==> config.mk <==
export PLATFORM = sky130hd
export DESIGN_NAME = fsm16bit_sequencer
export DESIGN_NICKNAME = d
export VERILOG_FILES = /design/src/rtl/fsm_seq_pkg.sv /design/src/rtl/fsm16bit_sequencer_rr_arbiter2.sv /design/src/rtl/fsm16bit_sequencer.sv
export SDC_FILE = /design/constraint.sdc
export NUM_CORES = 1
export LEC_CHECK = 0
export CORE_MARGIN = 3
export CORE_UTILIZATION = 45
export DETAILED_ROUTE_END_ITERATION = 7
export GPL_TIMING_DRIVEN = 0
export PLACE_DENSITY = 0.78
export REMOVE_ABC_BUFFERS = 1
export SETUP_SLACK_MARGIN = 0.2
export SLEW_MARGIN = 20
export SYNTH_ARGS = -nofsm -noshare
export SYNTH_HDL_FRONTEND = slang
export SYNTH_SLANG_ARGS = --single-unit
==> constraint.sdc <==
create_clock -name clock -period 2.75 [get_ports clock]
set_input_delay 0.55 -clock clock [delete_from_list [all_inputs] [get_ports clock]]
set_output_delay 0.55 -clock clock [all_outputs]
set_load 0.005 [all_outputs]
==> src/rtl/fsm_seq_pkg.sv <==
// Shared definitions for the fsm16bit command sequencer: state encoding,
// command field layout and small field-extraction helpers.
package fsm_seq_pkg;

    // Sequencer FSM states
    typedef enum logic [1:0] {
        IDLE  = 2'd0,
        ISSUE = 2'd1,
        GAP   = 2'd2
    } state_e;

    // Command word layout: {rep[1:0], mode, direction, value[3:0]}
    localparam int CMD_W  = 8;
    localparam int REP_HI = 7;
    localparam int REP_LO = 6;
    localparam int MODE_B = 5;
    localparam int DIR_B  = 4;
    localparam int VAL_HI = 3;
    localparam int VAL_LO = 0;

    function automatic logic [1:0] cmd_rep(input logic [CMD_W-1:0] cmd);
        return cmd[REP_HI:REP_LO];
    endfunction

    function automatic logic cmd_mode(input logic [CMD_W-1:0] cmd);
        return cmd[MODE_B];
    endfunction

    function automatic logic cmd_dir(input logic [CMD_W-1:0] cmd);
        return cmd[DIR_B];
    endfunction

    function automatic logic [3:0] cmd_val(input logic [CMD_W-1:0] cmd);
        return cmd[VAL_HI:VAL_LO];
    endfunction

endpackage

==> src/rtl/fsm16bit_sequencer_rr_arbiter2.sv <==
// Two-way round-robin arbiter. Purely combinational; the caller owns the
// pointer register. ptr names the requester that wins a tie.
module rr_arbiter2 (
    input  logic [1:0] req,
    input  logic       ptr,
    output logic [1:0] grant,
    output logic       valid
);

    // One-hot grant: a lone request wins outright, a tie goes to ptr
    always_comb begin
        grant = '0;
        case (req)
            2'b01:   grant = 2'b01;
            2'b10:   grant = 2'b10;
            2'b11:   grant = ptr ? 2'b10 : 2'b01;
            default: grant = '0;
        endcase
        valid = |req;
    end

endmodule

==> src/rtl/fsm16bit_sequencer.sv <==
// Shares the fsm16bit shift/add datapath between two requesters. A winning
// command is latched and replayed as rep+1 single-cycle enable pulses, each
// followed by GAP_CYCLES enable-low cycles. All outputs are registered.
module fsm16bit_sequencer
    import fsm_seq_pkg::*;
#(
    parameter int unsigned GAP_CYCLES = 1,
    parameter int unsigned CNT_W      = 8
) (
    input  logic             clock,
    input  logic             reset,
    input  logic             req0,
    input  logic [CMD_W-1:0] cmd0,
    input  logic             req1,
    input  logic [CMD_W-1:0] cmd1,
    input  logic             check_cfg,
    output logic             ack0,
    output logic             ack1,
    output logic             dp_enable,
    output logic             dp_mode,
    output logic             dp_direction,
    output logic [3:0]       dp_value,
    output logic             dp_check,
    output logic             busy,
    output logic             done,
    output logic             owner,
    output logic [CNT_W-1:0] issue_count
);

    localparam logic [3:0] GAP_LOAD = 4'(GAP_CYCLES - 1);

    state_e           state_q, state_d;
    logic [3:0]       gap_ctr_q, gap_ctr_d;
    logic [1:0]       rep_left_q, rep_left_d;
    logic             rr_ptr_q, rr_ptr_d;
    logic             owner_q, owner_d;
    logic             mode_q, mode_d;
    logic             dir_q, dir_d;
    logic [3:0]       value_q, value_d;
    logic             ack0_q, ack0_d;
    logic             ack1_q, ack1_d;
    logic             enable_q, enable_d;
    logic             busy_q, busy_d;
    logic             done_q, done_d;
    logic             check_q, check_d;
    logic [CNT_W-1:0] issue_cnt_q, issue_cnt_d;

    logic [1:0]       arb_grant;
    logic             arb_valid;
    logic [CMD_W-1:0] win_cmd;

    rr_arbiter2 u_arb (
        .req   ({req1, req0}),
        .ptr   (rr_ptr_q),
        .grant (arb_grant),
        .valid (arb_valid)
    );

    assign win_cmd = arb_grant[1] ? cmd1 : cmd0;

    // Next-state and next-output logic; outputs are derived from the next
    // state so that they line up with the state once registered.
    always_comb begin
        state_d     = state_q;
        gap_ctr_d   = gap_ctr_q;
        rep_left_d  = rep_left_q;
        rr_ptr_d    = rr_ptr_q;
        owner_d     = owner_q;
        mode_d      = mode_q;
        dir_d       = dir_q;
        value_d     = value_q;
        ack0_d      = 1'b0;
        ack1_d      = 1'b0;
        done_d      = 1'b0;
        issue_cnt_d = issue_cnt_q;
        check_d     = check_cfg;

        case (state_q)
            IDLE: begin
                if (arb_valid) begin
                    state_d    = ISSUE;
                    owner_d    = arb_grant[1];
                    rep_left_d = cmd_rep(win_cmd);
                    mode_d     = cmd_mode(win_cmd);
                    dir_d      = cmd_dir(win_cmd);
                    value_d    = cmd_val(win_cmd);
                    ack0_d     = arb_grant[0];
                    ack1_d     = arb_grant[1];
                    // Pointer holds the tie-break winner, so hand it to the
                    // requester that just lost out.
                    rr_ptr_d   = ~arb_grant[1];
                end
            end
            ISSUE: begin
                state_d   = GAP;
                gap_ctr_d = GAP_LOAD;
            end
            GAP: begin
                if (gap_ctr_q == 4'd0) begin
                    if (rep_left_q != 2'd0) begin
                        rep_left_d = rep_left_q - 2'd1;
                        state_d    = ISSUE;
                    end else begin
                        state_d = IDLE;
                        done_d  = 1'b1;
                    end
                end else begin
                    gap_ctr_d = gap_ctr_q - 4'd1;
                end
            end
            default: begin
                state_d = IDLE;
            end
        endcase

        enable_d = (state_d == ISSUE);
        busy_d   = (state_d != IDLE);
        if (enable_d) begin
            issue_cnt_d = issue_cnt_q + CNT_W'(1);
        end
    end

    // State and output registers with synchronous reset
    always_ff @(posedge clock) begin
        if (reset) begin
            state_q     <= IDLE;
            gap_ctr_q   <= '0;
            rep_left_q  <= '0;
            rr_ptr_q    <= 1'b0;
            owner_q     <= 1'b0;
            mode_q      <= 1'b0;
            dir_q       <= 1'b0;
            value_q     <= '0;
            ack0_q      <= 1'b0;
            ack1_q      <= 1'b0;
            enable_q    <= 1'b0;
            busy_q      <= 1'b0;
            done_q      <= 1'b0;
            check_q     <= 1'b0;
            issue_cnt_q <= '0;
        end else begin
            state_q     <= state_d;
            gap_ctr_q   <= gap_ctr_d;
            rep_left_q  <= rep_left_d;
            rr_ptr_q    <= rr_ptr_d;
            owner_q     <= owner_d;
            mode_q      <= mode_d;
            dir_q       <= dir_d;
            value_q     <= value_d;
            ack0_q      <= ack0_d;
            ack1_q      <= ack1_d;
            enable_q    <= enable_d;
            busy_q      <= busy_d;
            done_q      <= done_d;
            check_q     <= check_d;
            issue_cnt_q <= issue_cnt_d;
        end
    end

    assign ack0         = ack0_q;
    assign ack1         = ack1_q;
    assign dp_enable    = enable_q;
    assign dp_mode      = mode_q;
    assign dp_direction = dir_q;
    assign dp_value     = value_q;
    assign dp_check     = check_q;
    assign busy         = busy_q;
    assign done         = done_q;
    assign owner        = owner_q;
    assign issue_count  = issue_cnt_q;

endmodule
==> flow_summary.ini, run 1 <==
[routing]
wl_mm = 3.03
ant_nets = 0
wl_per_cell_um = 13.7
via_per_inst = 5.67
route.detailed.drc = 0
drt-pass1-iter-count = 5
vias = 1254
drt_iter0_drc = 67

[setup_path]
critPathKind = flip-flop to flip-flop
cp.arrival_ps = 2590
end_kind = flip-flop
crit_slowest_cell = or4_1
start_kind = flip-flop
path_cells = inv_1, ha_1, or3b_4, o32a_2, or4_1, a31oi_1
critical_path_required_ps = 2990
cp_max_fo = 19
max_stage_delay_ps = 540

[power_and_ir_drop]
p_per_area_nw_per_um2 = 575
power.total_uw = 1030
peakVddDrop_v = 0.000654
power_leakage_uw = 0.000637

[clock_tree]
clkLatencyLatePin_ps = 320
cts_hold_buf = 0
root_buffer = clkbuf_4
cts_buffer_depth = 2
h-tree-depth = 2
cts_made_buffers = 5
clock_sinks = 30
cts_tree = done
path_clk_slew_ps = 90

[grt]
grt.busiest_layer = met2
use_met2_pct = 31.0
antenna_found_initial = 0
use_met3_pct = 7.99
grt_max_degree = 33
grt_first_pass_wirelength_mm = 5.08
overflow = 0
first_global_vias = 1159
grt_usage_pct = 18.7
met1_usage_pct = 21.3

[floorplan]
ioPinCount = 42
die_area_um2 = 3590
coreArea_um2 = 2610
row_count = 18
die_x_um = 59.9
initial_core_util_pct = 50.0
die_height_um = 59.9

[logic_synthesis]
yosys_register_bits = 30
yosys_warnings = 0
synthFlopType = dfxtp_1
async_flop_share_pct = 0
ys_top_cells_by_count = dfxtp_1 (30), a21oi_1 (16), nor2_1 (16)
synth_top_cell_by_area = dfxtp_1
netlist-cell-type-count = 33
synthMostInstantiatedCell = dfxtp_1
synth_top_cell_area_share_pct = 45.9
synthesis.area_um2 = 1310
syn_area_per_cell_um2 = 8.78
synth-seq-area-share_pct = 45.9
synth-edff-count = 0
synth_cells = 149
synthTopCellsByArea = dfxtp_1 (46%), a21oi_1 (6.1%), a222oi_1 (4.6%)

[placed_design]
place.gp.congestion = 0.818
place_inst = 213
hpwl_mm = 2.23
place.port_buffers = 41

[layout]
final_cell_count_no_fill = 221
num_antenna_cells = 0
nets = 214
syn2layout_area_growth_pct = 37.1
fill_cells = 204
layout-drive-gt1-share_pct = 6.81

[timing]
hold_viol_final = 0
worst_clock_skew_ps = 9.56
slew_headroom_pct = 37.2
rsz0062_at_grt = no
tightest_slew_ps = 936
fmax_ghz = 0.425
slew_viol_final = 0
min_period_over_period_pct = 85.5
finalSetupViolCount = 0
setup_tns_ps = 0
fin_crit_ps = 2350

[run]
maxCapViolCount = 0

[outcome]
status = finished clean

[min_path]
hold_class = flip-flop to flip-flop
placed cells by master, fill, tap and decap left out, types with 2 or more instances in the layout:
cell type	synthesis	layout
a21oi_1	16	16
a222oi_1	6	6
a31oi_1	2	2
clkbuf_1	6	2
clkbuf_4	0	5
clkdlybuf4s50_1	0	40
dfxtp_1	30	30
ha_1	3	3
inv_1	6	6
nand2_1	8	8
nand2b_1	4	4
nand3_1	4	4
nor2_1	16	16
nor2b_1	3	3
nor3_1	6	6
o21ai_0	5	5
o31ai_1	3	3
o32ai_1	3	3
or2_2	4	4
or3_1	4	4
or4_1	6	6
through the flow:
| stage | hold slack, ps | util [%] | cell area [um^2] | setup WS (ps) |
|---|---|---|---|---|
| after floorplan | 435 | - | 1270 | 562 |
| after global placement | 458 | 65.9 | 1720 | 332 |
| after detailed placement | 481 | 65.9 | 1720 | 220 |
| after CTS | 503 | 68.8 | 1800 | 289 |
| after global routing | 536 | 68.6 | 1790 | 276 |
| final | 499 | 68.6 | 1790 | 400 |
final cells by class:
class | instances | area, um^2 | area share, %
well taps | 30 | 37.5 | 2.09
clock buffers | 7 | 45.0 | 2.51
inverters | 7 | 26.3 | 1.47
multi-input cells | 105 | 648 | 36.1
flip-flops and latches | 30 | 601 | 33.5
clock inverters | 1 | 30.0 | 1.67
repair buffers | 41 | 405 | 22.6
logic make-up (layout without fill, tap and decap cells):
group / after synthesis / count (layout) / share of synthesized area (%)
mux: 1 / 1 / 0.766
fa+ha+maj: 3 / 3 / 2.87
simple gates: 60 / 60 / 24.8
xor+xnor: 1 / 1 / 0.670
flops: 30 / 30 / 45.9
compound gates: 40 / 40 / 20.4
buf+inv: 14 / 56 / 4.59
path summary, 6_finish.rpt:
check	startpoint	endpoint	slack, ps	cells past startpoint
setup / recovery	gap_ctr_q[0]	rep_left_q[0]	400	6
hold / removal	issue_count[7]	issue_count[7]	500	2
setup reg to reg	gap_ctr_q[0]	rep_left_q[0]	400	6
hold reg to reg	issue_count[7]	issue_count[7]	500	2
state kept, by name, summed over array words and instances, names as in the netlist:
register,cells
dp_enable,1
owner,1
dp_mode,1
ack1,1
dp_direction,1
gap_ctr_q,4
issue_count,8
dp_check,1
state_q,2
rep_left_q,2
dp_value,4
done,1
busy,1
ack0,1
rr_ptr_q,1
power by group:
| part | switching [uW] | internal (uW) |
|---|---|---|
| combinational | 90.0 | 110 |
| clock | 147 | 193 |
| sequential | 24.6 | 466 |
| total | 261 | 769 |
worst max-delay path, delay by kind of cell (launching register included):
family	cells	cell delay [ps]
fa+ha+maj	1	200
buf+inv	1	80
flops	1	350
simple gates	2	950
compound gates	2	710
layer usage:
layer | vias up | share of wire [%]
met5 | - | 0
met4 | 0 | 1.4
met3 | 5 | 9.1
met2 | 52 | 47
met1 | 561 | 42
li1 | 636 | -
repair_timing:
action                                  in CTS  in global routing
gates resized for setup                      0                  1
endpoints found under the setup margin       0                  1
setup buffers                                0                  0
Power figures use the tool's default switching activity.
==> run 2, diff against run 1 <==
--- a/config.mk
+++ b/config.mk
@@ -12,7 +12,6 @@
 export PLACE_DENSITY = 0.78
 export REMOVE_ABC_BUFFERS = 1
 export SETUP_SLACK_MARGIN = 0.2
-export SLEW_MARGIN = 20
 export SYNTH_ARGS = -nofsm -noshare
 export SYNTH_HDL_FRONTEND = slang
 export SYNTH_SLANG_ARGS = --single-unit
==> flow_summary.ini, run 2 (synthesis results as in run 1) <==
[timing]
hold_viol_final = 0
tightest_slew_ps = 1090
fmax_ghz = 0.422
worst_clock_skew_ps = 9.84
finalSetupViolCount = 0
min_period_over_period_pct = 86.1
fin_crit_ps = 2370
setup_tns_ps = 0
slew_headroom_pct = 27.2
rsz0062_at_grt = no
slew_viol_final = 0

[layout]
final_common_cell = clkdlybuf4s50_1
layout-drive-gt1-share_pct = 6.28
mostFrequentLayoutCells = clkdlybuf4s50_1 (41), dfxtp_1 (30), nor2_1 (16), a21oi_1 (16), nand2_1 (8)
fill_cells = 203
nets = 214
syn2layout_area_growth_pct = 37.5
multi_input_area_um2 = 648
final_cell_count_no_fill = 221
final-seq-area_um2 = 601
num_antenna_cells = 0
largest_reg_flops = 8

[floorplan]
ioPinCount = 42
initial_core_util_pct = 50.0
row_count = 18
coreArea_um2 = 2610
die_x_um = 59.9
die_area_um2 = 3590
die_height_um = 59.9

[routing]
ant_nets = 0
route.detailed.drc = 0
drt_iter0_drc = 67
vias = 1250
via_per_inst = 5.66
wl_mm = 3.04
drt-pass1-iter-count = 5
wl_per_cell_um = 13.8

[placed_design]
place.port_buffers = 41
place_inst = 213
place.gp.congestion = 0.818
hpwl_mm = 2.23

[clock_tree]
cts_made_buffers = 5
clock_sinks = 30
cts_hold_buf = 0
root_buffer = clkbuf_4
path_clk_slew_ps = 90
cts_tree = done
cts_buffer_depth = 2
clkLatencyLatePin_ps = 320
h-tree-depth = 2

[run]
maxCapViolCount = 0

[setup_path]
cp.arrival_ps = 2590
critical_path_required_ps = 2970
cp_max_fo = 19
critPathKind = flip-flop to flip-flop
start_kind = flip-flop
end_kind = flip-flop

[grt]
grt_max_degree = 33
grt_first_pass_wirelength_mm = 5.08
antenna_found_initial = 0
first_global_vias = 1159
overflow = 0
grt_usage_pct = 18.7

[power_and_ir_drop]
peakVddDrop_v = 0.000655
power_leakage_uw = 0.000637
p_per_area_nw_per_um2 = 574

[outcome]
status = finished clean

[min_path]
hold_class = flip-flop to flip-flop
run 2: worst paths after layout:
path                                     start              to  slack, ps  cells after the start
worst max-delay path              gap_ctr_q[0]   rep_left_q[0]        380                      6
worst min-delay path            issue_count[7]  issue_count[7]        500                      2
worst max register to register    gap_ctr_q[0]   rep_left_q[0]        380                      6
worst min register to register  issue_count[7]  issue_count[7]        500                      2
run 2: routing by layer:
layer | routed length (um) | GRT usage (%) | vias to the layer above
met5 | 0 | 0 | -
met4 | 42 | 6.65 | 0
met3 | 270 | 7.99 | 5
met2 | 1410 | 31.0 | 50
met1 | 1320 | 21.3 | 560
li1 | - | - | 635
run 2: where the power goes:
group          internal [uW]  total, uW  switching (uW)
clock network            193        340             147
logic                    111        201            90.2
registers                466        491            24.7
total                    770       1030             262
run 2: worst max-delay path, cell delays in order, from the launching register on:
cell     delay [ps]
dfxtp_1         340
inv_1            80
ha_1            200
or3b_4          410
o32a_2          510
or4_1           540
a31oi_1         200
run 2: repair_timing:
action,in CTS,in global routing
setup endpoints to repair,0,1
setup buffers,0,0
resized for setup,0,1
run 2: stage by stage:
step | hold slack [ps] | util, % | worst slack [ps] | cell area [um^2] | total power (uW)
finish | 499 | 68.8 | 382 | 1800 | 1030
floorplan | 435 | - | 562 | 1270 | 593
detailed placement | 481 | 65.9 | 220 | 1720 | 701
global placement | 458 | 65.9 | 332 | 1720 | 693
global route | 536 | 68.8 | 252 | 1800 | 1090
CTS | 503 | 68.8 | 289 | 1800 | 1040
run 2: layout make-up:
| type | instances | area share [%] |
|---|---|---|
| Multi-Input combinational cell | 105 | 36.0 |
| Sequential cell | 30 | 33.4 |
| Clock inverter | 1 | 1.67 |
| Inverter | 7 | 1.46 |
| Tap cell | 30 | 2.09 |
| Timing Repair Buffer | 41 | 22.8 |
| Clock buffer | 7 | 2.51 |
==> run 3, diff against run 2 <==
--- a/config.mk
+++ b/config.mk
@@ -14,4 +14,5 @@
 export SETUP_SLACK_MARGIN = 0.2
 export SYNTH_ARGS = -nofsm -noshare
 export SYNTH_HDL_FRONTEND = slang
+export SYNTH_HIERARCHICAL = 1
 export SYNTH_SLANG_ARGS = --single-unit
==> flow_summary.ini, run 3 <==
[clock_tree]
root_buffer = clkbuf_4
clkLatencyLatePin_ps = 330
cts_setup_buffers = 0
cts_hold_buf = 0
h-tree-depth = 2
cts_buffer_depth = 2
clock_sinks = 30
cts_tree = done
path_clk_slew_ps = 100
cts_made_buffers = 5

[layout]
mostFrequentLayoutCells = clkdlybuf4s50_1 (41), dfxtp_1 (30), nor2_1 (17)
nets = 210
fill_cells = 226
final_cell_count_no_fill = 217
final_common_cell = clkdlybuf4s50_1
syn2layout_area_growth_pct = 37.5
num_antenna_cells = 0
layout-drive-gt1-share_pct = 5.35
largest_reg_flops = 8

[setup_path]
r2r_start = gap_ctr_q[0]
r2r-end = issue_count[7]
ff2ff_path_depth = 6
critical_path_required_ps = 2980
rrSetupSlack_ps = 470
cp_max_fo = 20
worstSetupEndpoint = issue_count[7]
critPathKind = input pin to flip-flop
cp.arrival_ps = 2600
end_kind = flip-flop
cp-startpoint = req0
start_kind = input pin

[power_and_ir_drop]
p_per_area_nw_per_um2 = 570
power.total_uw = 1030
peakVddDrop_v = 0.000612
power_leakage_uw = 0.000669

[timing]
fin_ws_ps = 381
min_period_over_period_pct = 86.1
finalSetupViolCount = 0
tightest_slew_ps = 1050
fin_crit_ps = 2370
fmax_ghz = 0.422
hold_viol_final = 0
slew_headroom_pct = 29.5
slew_viol_final = 0
worst_clock_skew_ps = 10.9
rsz0062_at_grt = no

[placed_design]
hpwl_mm = 2.22
place.gp.congestion = 0.730
place.port_buffers = 41
post-place-ws_ps = -92.7
place_inst = 209

[grt]
antenna_found_initial = 0
overflow = 0
grt_first_pass_wirelength_mm = 5.06
grt_usage_pct = 19.1
first_global_vias = 1199
grt_max_degree = 31

[logic_synthesis]
async_flop_share_pct = 0
synth_cells = 146
synth_top_cell_area_share_pct = 45.6
yosys_warnings = 6
syn_area_per_cell_um2 = 9.02
synth_top_cell_by_area = dfxtp_1
ys_top_cells_by_count = dfxtp_1 (30), nor2_1 (17), a21oi_1 (13)
synth-seq-area-share_pct = 45.6
netlist-cell-type-count = 33
synthFlopType = dfxtp_1
yosys_register_bits = 30
synthTopCellsByArea = dfxtp_1 (46%), mux2i_1 (8.4%), a21oi_1 (4.9%)
synthesis.area_um2 = 1320
synthMostInstantiatedCell = dfxtp_1
synth-edff-count = 0

[routing]
via_per_inst = 5.51
vias = 1196
wl_per_cell_um = 13.7
route.detailed.drc = 0
drt-pass1-iter-count = 4
ant_nets = 0
wl_mm = 2.97
drt_iter0_drc = 51

[run]
maxCapViolCount = 0

[floorplan]
coreArea_um2 = 2640
die_area_um2 = 3610
ioPinCount = 42
die_height_um = 60.1
row_count = 18
die_x_um = 60.1
initial_core_util_pct = 50.0

[outcome]
status = finished clean

[min_path]
worstHoldStart = owner
hold_class = flip-flop to flip-flop
-- run 3: cell count changes in the layout (fill, tap and decap cells not counted), moves of 4 or more --
cell      previous run  this run
mux2i_1              1        11
a222oi_1             6         0
a211oi_1             1         6
nand2_1              8         3
o21ai_1              0         5
o21ai_0              5         1
or2_2                4         0
or4_1                6         2
-- run 3: cells by family after synthesis --
family                   Yosys count  share of synthesized area, %
multiplexers                      11                          8.36
AND/OR/NAND/NOR                   50                          20.8
buffers and inverters             17                          5.51
flip-flops                        30                          45.6
AO/OA/AOI/OAI                     33                          15.6
adder cells (fa/ha/maj)            3                          2.85
XOR/XNOR                           2                          1.33
-- run 3: cell type report --
class	instances	area [um^2]	share of cell area (%)
multi-input combinational	99	654	36.1
sequential	30	601	33.1
timing repair buffer	41	410	22.7
clock buffer	7	45.0	2.49
tap	30	37.5	2.07
inverter	9	33.8	1.86
clock inverter	1	30.0	1.66
-- run 3: worst min path at each step --
stage	to	cells after the start
after global routing	owner	2
final	owner	2
after detailed placement	owner	2
after CTS	owner	2
after floorplan	owner	2
after global placement	owner	2
-- run 3: repair_timing --
item	4_1_cts	5_1_grt
endpoints found under the setup margin	0	3
gates resized for setup	0	2
hold endpoints to repair	0	0
-- run 3: through the flow --
| stage | instance area [um^2] | setup TNS, ps | utilization, % | hold slack, ps |
|---|---|---|---|---|
| 2_1_floorplan | 1280 | 0 | - | 447 |
| 3_3_place_gp | 1730 | -61.8 | 65.5 | 443 |
| 3_5_place_dp | 1730 | -192 | 65.5 | 450 |
| 4_1_cts | 1800 | 0 | 68.4 | 463 |
| 5_1_grt | 1810 | 0 | 68.8 | 488 |
| 6_report | 1810 | 0 | 68.8 | 463 |
-- run 3: report_power, final --
group / internal [uW] / leakage, uW / switching (uW)
combinational: 112 / 0.000383 / 88.5
clock: 193 / 0.0000395 / 148
sequential: 468 / 0.000246 / 24.2
total: 772 / 0.000669 / 261
-- run 3: metal layers --
layer	vias to the layer above	part of all wire, %	wire length [um]	GRT usage, %
li1	598	-	-	-
met1	557	42	1250	20.0
met2	35	47	1410	31.9
met3	6	8.9	265	8.64
met4	0	1.5	45	9.49
met5	-	0	0	0
-- run 3: worst max-delay path: stages --
cell and delay (ps):
clkdlybuf4s50_1 500, or2_1 130, or3b_1 460, o31a_2 290
or4_1 510, a21oi_1 170
